[src/rtl/pipelined_carry_select_adder_if.sv]
// ---------------------------------------------------------------------------
// pipelined_carry_select_adder_if
//
// Purpose : Operand/result bundle for pipelined_carry_select_adder. It groups
//           the input handshake (in_valid/in_ready), the operands, the
//           operation controls, the output handshake (out_valid/out_ready)
//           and the result fields.
//
// Parameters:
//   WIDTH      operand and result width in bits.
//
// Signals:
//   in_valid   producer -> adder   operands valid this cycle
//   in_ready   adder -> producer   adder accepts operands this cycle
//   a, b       producer -> adder   operands (WIDTH bits)
//   cin        producer -> adder   carry in (ignored when sub=1)
//   sub        producer -> adder   0: a+b+cin, 1: a-b
//   out_valid  adder -> consumer   result fields valid
//   out_ready  consumer -> adder   consumer takes the result
//   s          adder -> consumer   sum / difference (WIDTH bits)
//   cout       adder -> consumer   carry out of the MSB (sub: 1 = no borrow)
//   ovf        adder -> consumer   signed overflow
//   zf         adder -> consumer   s == 0
//
// Modports:
//   slave      the adder's view
//   master     the surrounding datapath's (or bench's) view
// ---------------------------------------------------------------------------
interface pipelined_carry_select_adder_if #(
    parameter int WIDTH = 32
);
    logic             in_valid;
    logic             in_ready;
    logic [WIDTH-1:0] a;
    logic [WIDTH-1:0] b;
    logic             cin;
    logic             sub;
    logic             out_valid;
    logic             out_ready;
    logic [WIDTH-1:0] s;
    logic             cout;
    logic             ovf;
    logic             zf;

    modport slave (
        input  in_valid, a, b, cin, sub, out_ready,
        output in_ready, out_valid, s, cout, ovf, zf
    );

    modport master (
        output in_valid, a, b, cin, sub, out_ready,
        input  in_ready, out_valid, s, cout, ovf, zf
    );
endinterface

[src/rtl/pipelined_carry_select_adder.sv]
// ---------------------------------------------------------------------------
// pipelined_carry_select_adder
//
// Purpose : Parametrised, pipelined carry-select adder/subtractor with signed
//           overflow and zero flags. Each BLK-bit carry-select block has its
//           own pipeline register, followed by one result register that also
//           forms the flags. An operation accepted at edge t is presented
//           at edge t+NSTG. One global enable stalls the whole pipeline
//           when the result register is full and the consumer is not ready.
//
// Parameters:
//   WIDTH  operand/result width, must be a multiple of BLK (default 32)
//   BLK    bits per carry-select block / pipeline stage (default 8)
//   NSTG   derived = WIDTH/BLK, latency in cycles
//
// Ports:
//   clk    clock, rising edge
//   rst    synchronous active-high reset
//   bus    pipelined_carry_select_adder_if.slave
//          (in_valid/in_ready, a, b, cin, sub,
//           out_valid/out_ready, s, cout, ovf, zf)
//
// Optional build macro:
//   PCSA_SATURATE_EN  when defined, an overflowing result is clamped to
//                     the signed limit (ovf/cout still report the raw
//                     event, zf is taken on the clamped value). When not
//                     defined, s is the wrapped two's-complement result
//                     and no clamp logic exists.
// ---------------------------------------------------------------------------
module pipelined_carry_select_adder #(
    parameter int WIDTH = 32,
    parameter int BLK   = 8
) (
    input logic                            clk,
    input logic                            rst,
    pipelined_carry_select_adder_if.slave  bus
);

    localparam int NSTG = WIDTH / BLK;

    // -----------------------------------------------------------------------
    // Elaboration-time legality check
    // -----------------------------------------------------------------------
    generate
        if ((BLK < 1) || (WIDTH < BLK) || ((WIDTH % BLK) != 0)) begin : g_illegal
            $error("pipelined_carry_select_adder: WIDTH (%0d) must be a non-zero multiple of BLK (%0d)",
                   WIDTH, BLK);
        end
    endgenerate

    // -----------------------------------------------------------------------
    // Pipeline stage registers. Each stage carries its valid bit, the
    // prepared operands (only the not-yet-consumed upper bits are read by
    // later stages), the partial sum built so far, the block carry and the
    // operand sign bits needed for the overflow flag at the end.
    // -----------------------------------------------------------------------
    logic             v_q   [NSTG];
    logic [WIDTH-1:0] a_q   [NSTG];
    logic [WIDTH-1:0] b_q   [NSTG];
    logic [WIDTH-1:0] sum_q [NSTG];
    logic             c_q   [NSTG];
    logic             sa_q  [NSTG];
    logic             sb_q  [NSTG];

    logic             v_d   [NSTG];
    logic [WIDTH-1:0] a_d   [NSTG];
    logic [WIDTH-1:0] b_d   [NSTG];
    logic [WIDTH-1:0] sum_d [NSTG];
    logic             c_d   [NSTG];
    logic             sa_d  [NSTG];
    logic             sb_d  [NSTG];

    // Stage inputs: stage 0 reads the prepared operands, stage k reads the
    // register of stage k-1.
    logic             src_v   [NSTG];
    logic [WIDTH-1:0] src_a   [NSTG];
    logic [WIDTH-1:0] src_b   [NSTG];
    logic [WIDTH-1:0] src_sum [NSTG];
    logic             src_c   [NSTG];
    logic             src_sa  [NSTG];
    logic             src_sb  [NSTG];

    // Selected block result per stage: {block carry out, BLK sum bits}
    logic [BLK:0]     blk_sel [NSTG];

    // Result register
    logic             out_valid_q;
    logic [WIDTH-1:0] s_q;
    logic             cout_q;
    logic             ovf_q;
    logic             zf_q;

    logic             en;
    logic [WIDTH-1:0] b_prep;

    // The whole pipeline moves together; it only holds when a finished
    // result is waiting on a consumer that is not ready.
    assign en           = !out_valid_q || bus.out_ready;
    assign bus.in_ready = en;

    // -----------------------------------------------------------------------
    // Operand preparation and stage input routing
    // -----------------------------------------------------------------------
    always_comb begin
        // Subtraction is a + ~b + 1: invert b and force the carry in.
        b_prep = bus.sub ? ~bus.b : bus.b;

        src_v[0]   = bus.in_valid;
        src_a[0]   = bus.a;
        src_b[0]   = b_prep;
        src_c[0]   = bus.sub | bus.cin;
        src_sum[0] = '0;
        src_sa[0]  = bus.a[WIDTH-1];
        src_sb[0]  = b_prep[WIDTH-1];

        for (int k = 1; k < NSTG; k++) begin
            src_v[k]   = v_q[k-1];
            src_a[k]   = a_q[k-1];
            src_b[k]   = b_q[k-1];
            src_c[k]   = c_q[k-1];
            src_sum[k] = sum_q[k-1];
            src_sa[k]  = sa_q[k-1];
            src_sb[k]  = sb_q[k-1];
        end
    end

    // -----------------------------------------------------------------------
    // Carry-select blocks: both candidate sums are formed in parallel and
    // the registered carry from the stage below only drives a mux.
    // -----------------------------------------------------------------------
    generate
        for (genvar gi = 0; gi < NSTG; gi++) begin : g_blk
            logic [BLK:0] sum_c0;
            logic [BLK:0] sum_c1;

            assign sum_c0 = {1'b0, src_a[gi][gi*BLK +: BLK]}
                          + {1'b0, src_b[gi][gi*BLK +: BLK]};
            // Cannot overflow BLK+1 bits: the largest c0 sum is 2^(BLK+1)-2.
            assign sum_c1 = sum_c0 + {{BLK{1'b0}}, 1'b1};

            assign blk_sel[gi] = src_c[gi] ? sum_c1 : sum_c0;
        end
    endgenerate

    // -----------------------------------------------------------------------
    // Next-state of every stage: pass everything along and drop this
    // stage's block result into its slice of the partial sum.
    // -----------------------------------------------------------------------
    always_comb begin
        for (int k = 0; k < NSTG; k++) begin
            v_d[k]                 = src_v[k];
            a_d[k]                 = src_a[k];
            b_d[k]                 = src_b[k];
            sa_d[k]                = src_sa[k];
            sb_d[k]                = src_sb[k];
            sum_d[k]               = src_sum[k];
            sum_d[k][k*BLK +: BLK] = blk_sel[k][BLK-1:0];
            c_d[k]                 = blk_sel[k][BLK];
        end
    end

    always_ff @(posedge clk) begin
        if (rst) begin
            for (int k = 0; k < NSTG; k++) begin
                v_q[k]   <= 1'b0;
                a_q[k]   <= '0;
                b_q[k]   <= '0;
                sum_q[k] <= '0;
                c_q[k]   <= 1'b0;
                sa_q[k]  <= 1'b0;
                sb_q[k]  <= 1'b0;
            end
        end else if (en) begin
            for (int k = 0; k < NSTG; k++) begin
                v_q[k]   <= v_d[k];
                a_q[k]   <= a_d[k];
                b_q[k]   <= b_d[k];
                sum_q[k] <= sum_d[k];
                c_q[k]   <= c_d[k];
                sa_q[k]  <= sa_d[k];
                sb_q[k]  <= sb_d[k];
            end
        end
    end

    // -----------------------------------------------------------------------
    // Flag formation and result register
    // -----------------------------------------------------------------------
    logic [WIDTH-1:0] wrap_s;
    logic [WIDTH-1:0] fin_s;
    logic             fin_ovf;
    logic             out_valid_d;
    logic [WIDTH-1:0] s_d;
    logic             cout_d;
    logic             ovf_d;
    logic             zf_d;

    assign wrap_s  = sum_q[NSTG-1];
    // Same-signed operands producing a result of the other sign.
    assign fin_ovf = (sa_q[NSTG-1] == sb_q[NSTG-1])
                  && (wrap_s[WIDTH-1] != sa_q[NSTG-1]);

`ifdef PCSA_SATURATE_EN
    // On overflow both operands share sign sa: clamp to the limit on that
    // side (sa=0 -> 0111..1, sa=1 -> 1000..0).
    assign fin_s = fin_ovf ? {sa_q[NSTG-1], {(WIDTH-1){~sa_q[NSTG-1]}}} : wrap_s;
`else
    assign fin_s = wrap_s;
`endif

    always_comb begin
        out_valid_d = v_q[NSTG-1];
        s_d         = fin_s;
        cout_d      = c_q[NSTG-1];
        ovf_d       = fin_ovf;
        zf_d        = (fin_s == '0);
    end

    always_ff @(posedge clk) begin
        if (rst) begin
            out_valid_q <= 1'b0;
            s_q         <= '0;
            cout_q      <= 1'b0;
            ovf_q       <= 1'b0;
            zf_q        <= 1'b0;
        end else if (en) begin
            out_valid_q <= out_valid_d;
            s_q         <= s_d;
            cout_q      <= cout_d;
            ovf_q       <= ovf_d;
            zf_q        <= zf_d;
        end
    end

    assign bus.out_valid = out_valid_q;
    assign bus.s         = s_q;
    assign bus.cout      = cout_q;
    assign bus.ovf       = ovf_q;
    assign bus.zf        = zf_q;

    // A presented result that is not taken must stay put until it is.
    a_hold_when_stalled : assert property (
        @(posedge clk) disable iff (rst)
        (out_valid_q && !bus.out_ready)
            |=> (out_valid_q && $stable(s_q) && $stable(cout_q)
                 && $stable(ovf_q) && $stable(zf_q))
    );

endmodule

[src/flat_wrapper.sv]
// flat-port wrapper written by rule: the top's interface ports become plain ports
module pipelined_carry_select_adder_flat 
#(
    parameter int WIDTH = 32,
    parameter int BLK   = 8
)
  (clk, rst, bus_in_valid, bus_a, bus_b, bus_cin, bus_sub, bus_out_ready, bus_in_ready, bus_out_valid, bus_s, bus_cout, bus_ovf, bus_zf);
  pipelined_carry_select_adder_if #(.WIDTH(WIDTH)) bus_i ();
  input logic clk;
  input logic rst;
  input wire logic [$bits(bus_i.in_valid)-1:0] bus_in_valid;
  input wire logic [$bits(bus_i.a)-1:0] bus_a;
  input wire logic [$bits(bus_i.b)-1:0] bus_b;
  input wire logic [$bits(bus_i.cin)-1:0] bus_cin;
  input wire logic [$bits(bus_i.sub)-1:0] bus_sub;
  input wire logic [$bits(bus_i.out_ready)-1:0] bus_out_ready;
  output wire logic [$bits(bus_i.in_ready)-1:0] bus_in_ready;
  output wire logic [$bits(bus_i.out_valid)-1:0] bus_out_valid;
  output wire logic [$bits(bus_i.s)-1:0] bus_s;
  output wire logic [$bits(bus_i.cout)-1:0] bus_cout;
  output wire logic [$bits(bus_i.ovf)-1:0] bus_ovf;
  output wire logic [$bits(bus_i.zf)-1:0] bus_zf;
  assign bus_i.in_valid = bus_in_valid;
  assign bus_i.a = bus_a;
  assign bus_i.b = bus_b;
  assign bus_i.cin = bus_cin;
  assign bus_i.sub = bus_sub;
  assign bus_i.out_ready = bus_out_ready;
  assign bus_in_ready = bus_i.in_ready;
  assign bus_out_valid = bus_i.out_valid;
  assign bus_s = bus_i.s;
  assign bus_cout = bus_i.cout;
  assign bus_ovf = bus_i.ovf;
  assign bus_zf = bus_i.zf;
  pipelined_carry_select_adder #(.WIDTH(WIDTH), .BLK(BLK)) u_core (.clk(clk), .rst(rst), .bus(bus_i));
endmodule
[config.mk]
export PLATFORM = sky130hd
export DESIGN_NAME = pipelined_carry_select_adder_flat
export DESIGN_NICKNAME = d
export VERILOG_FILES = /design/src/rtl/pipelined_carry_select_adder_if.sv /design/src/rtl/pipelined_carry_select_adder.sv /design/src/flat_wrapper.sv
export SDC_FILE = /design/constraint.sdc
export NUM_CORES = 1
export LEC_CHECK = 0
export CORE_ASPECT_RATIO = 0.7
export CORE_MARGIN = 2
export CORE_UTILIZATION = 30
export CTS_CLUSTER_SIZE = 10
export DETAILED_ROUTE_END_ITERATION = 12
export DONT_BUFFER_PORTS = 1
export HOLD_SLACK_MARGIN = 0.06
export PLACE_DENSITY_LB_ADDON = 0.08
export SYNTH_ARGS = -nofsm -noshare
export SYNTH_HDL_FRONTEND = slang
export SYNTH_SLANG_ARGS = --single-unit
[constraint.sdc]
create_clock -name clk -period 17.9 [get_ports clk]
set_clock_uncertainty 0.05 [all_clocks]
set_input_delay 3.58 -clock clk [delete_from_list [all_inputs] [get_ports clk]]
set_output_delay 3.58 -clock clk [all_outputs]
set_load 0.02 [all_outputs]
==> metrics.txt <==
n_diodes 0; Worst R2R Setup Slack roughly 14 ns; post-CTS resize count 0; post-synthesis sequential area ratio ~62%; CTS Hold Bufs 0; Post-CTS Setup Inserts 0; worst hold path type reg2reg; Register Area between 0.006 and 0.007 sq mm; top-area cell type share of the netlist area a little over half; final setup margin 9.81 ns; drt drc 0; Cells after Synth 837; largest net degree at the start of global routing 110; Worst VDD drop 0.0643 mV; first-pass GRT wire length 31900 um; status completed; post-synthesis cell type count 57; Post-DP HPWL 13000 um; Synth area leader edfxtp_1; pre-CTS setup slack 9.80 ns; Yosys Warn Count 0; initial antenna violation count 0; Via density approximately 4.5; fillers 3343; initial core utilization between 30% and 40%; Setup crit end kind output pin; root buffer cell clkbuf_16; Reg clk slew, reported paths approximately 0.060 ns; Rel. slew slack roughly 26%; number of global-route vias before repair between 6000 and 7000; maximum fanout along the worst path 37; critical path class in2out; PD cells around 100 mW/mm^2; antenna viol nets, final 0; overall die height between 150 and 200 um; Syn Area/Cell between 10 and 15 sq um; wire per inst around 15 um; arrival time worst endpoint ~4.5 ns; most common cell in the synthesized netlist edfxtp_1; IO Count about 110; share of layout cells above drive strength 1 ~5.8%; EDFF count, synth roughly 190; Startpoint Class input port; area delta synth->final 11.8%; Layout Nets around 950; synthesized area ~0.010 sq mm; Max Buffers Root-to-Sink 3; Max-Cap Viols 0; final WL between 15000 and 20000 um; critical path required time 14.27 ns; Max Fclk 0.124 GHz; H-tree Lvls 1; Die ar. 0.0355 sq mm; setup tns final 0 ns; CTS Buf Count 26; commonest cells in the netlist edfxtp_1 (186), and2_1 (131), nand2_1 (79), nor2_1 (71), a21oi_1 (54); fin crit period between 8 and 9 ns; grt ovf 0; largest cells by area after synthesis edfxtp_1 (55%), and2_1 (8.0%), dfxtp_1 (7.1%); LEAKAGE roughly 4.5 nW; DRT Pass-1 Iters 4; Hold Fails Final Rpt 0; area of the multi-input gates around 0.0037 sq mm; PortBufs 0; GP Congestion ~0.78; CTS tree built; core area between 0.03 and 0.04 sq mm; initial DRC count 297; Worst-Margin Slew ~1.1 ns; total track usage between 10% and 20%; Die X between 200 and 250 um; cell row count 56; post-route clock period utilization ~45%; Seq cells post-synth around 220; max-slew violation count 0; placed cell count between 1000 and 1500; clk_lat worst skew roughly 0.54 ns; asr flop ratio synth 0%; post-layout util around a third; non-filler cells, final about 1300; final number of setup-violating endpoints 0; Mapped Nets ~950; clk sinks ~220; RSZ-0062 raised after global routing false; top_reg_cell synth edfxtp_1; Pwr Total around 1.2 mW; DR vias between 5000 and 6000
## cells in the final DEF, fill, tap and decap left out, types with 3 or more instances in the layout
master     instances
clkbuf_16         26
nor4_1            10
and2_1           131
o21ai_0            9
or2_2              3
a21oi_1           54
nor2_1            70
clkbuf_1          16
dfxtp_1           36
o21a_1             3
xor2_1            29
a21o_1             5
nand2_1           79
buf_4              5
nand3_1           12
inv_1             10
nand4_1            6
nor3_1             5
ha_1              37
or4_1              4
fa_1               4
or3_1              3
o31ai_1            5
xnor2_1           44
mux2i_1            4
a211oi_1           3
edfxtp_1         186
and3_1             6
## power breakdown
part	internal (mW)	leakage, nW	switching, mW
Combinational	0.0456	1.61	0.0572
Sequential	0.595	2.50	0.0154
Clock	0.269	0.348	0.199
## cells by family (layout without fill, tap and decap cells)
family | after synthesis | in the layout | share of synthesized area, %
XOR/XNOR | 73 | 73 | 6.28
multiplexers | 6 | 6 | 0.614
buffers and inverters | 46 | 60 | 1.71
AO/OA/AOI/OAI | 103 | 103 | 6.44
flip-flops | 222 | 222 | 61.9
adder cells (fa/ha/maj) | 41 | 41 | 5.33
AND/OR/NAND/NOR | 346 | 346 | 17.7
## state kept, by name, indices dropped and copies added, names as in the netlist
signal,count
u_core.c_q,4
u_core.bus.ovf,1
u_core.b_q,46
u_core.a_q,48
u_core.bus.out_valid,1
u_core.bus.cout,1
u_core.bus.s,32
u_core.sa_q,1
u_core.bus.zf,1
u_core.sb_q,3
u_core.v_q,4
u_core.sum_q,80
## path summary, 6_finish.rpt
check	endpoint	cells past startpoint	startpoint
max	bus_in_ready	3	bus_out_ready
min reg2reg	u_core.bus.out_valid$_SDFFE_PP0N_	2	u_core.v_q[3]$_DFFE_PP_
max reg2reg	u_core.sum_q[0][124]$_SDFFCE_PN0P_	5	u_core.bus.out_valid$_SDFFE_PP0N_
min	u_core.bus.out_valid$_SDFFE_PP0N_	2	u_core.v_q[3]$_DFFE_PP_
## cell type report
cell class / instances / area share (%)
sequential: 222 / 55.4
multi-input combinational: 569 / 32.7
clock buffer: 42 / 6.24
tap: 435 / 4.78
inverter: 11 / 0.363
timing repair buffer: 5 / 0.330
clock inverter: 2 / 0.176
## worst max-delay path: stages
cell and delay (ns):
nor2b_2 0.09, buf_4 0.37, inv_2 0.40
## stage by stage
step | hold WS, ns | area, sq um
after floorplan | 0.383 | 10200
after global placement | 0.409 | 10700
after detailed placement | 0.406 | 10700
after CTS | 0.426 | 11400
after global routing | 0.456 | 11400
final | 0.422 | 11400
## metal layers
layer	GRT usage, %	share of wire (%)	vias to the layer above
li1	-	-	2944
met1	15.9	53	2738
met2	16.7	40	95
met3	3.19	5.2	32
met4	3.25	2.4	0
met5	0	0	-
Power figures use the tool's default switching activity.
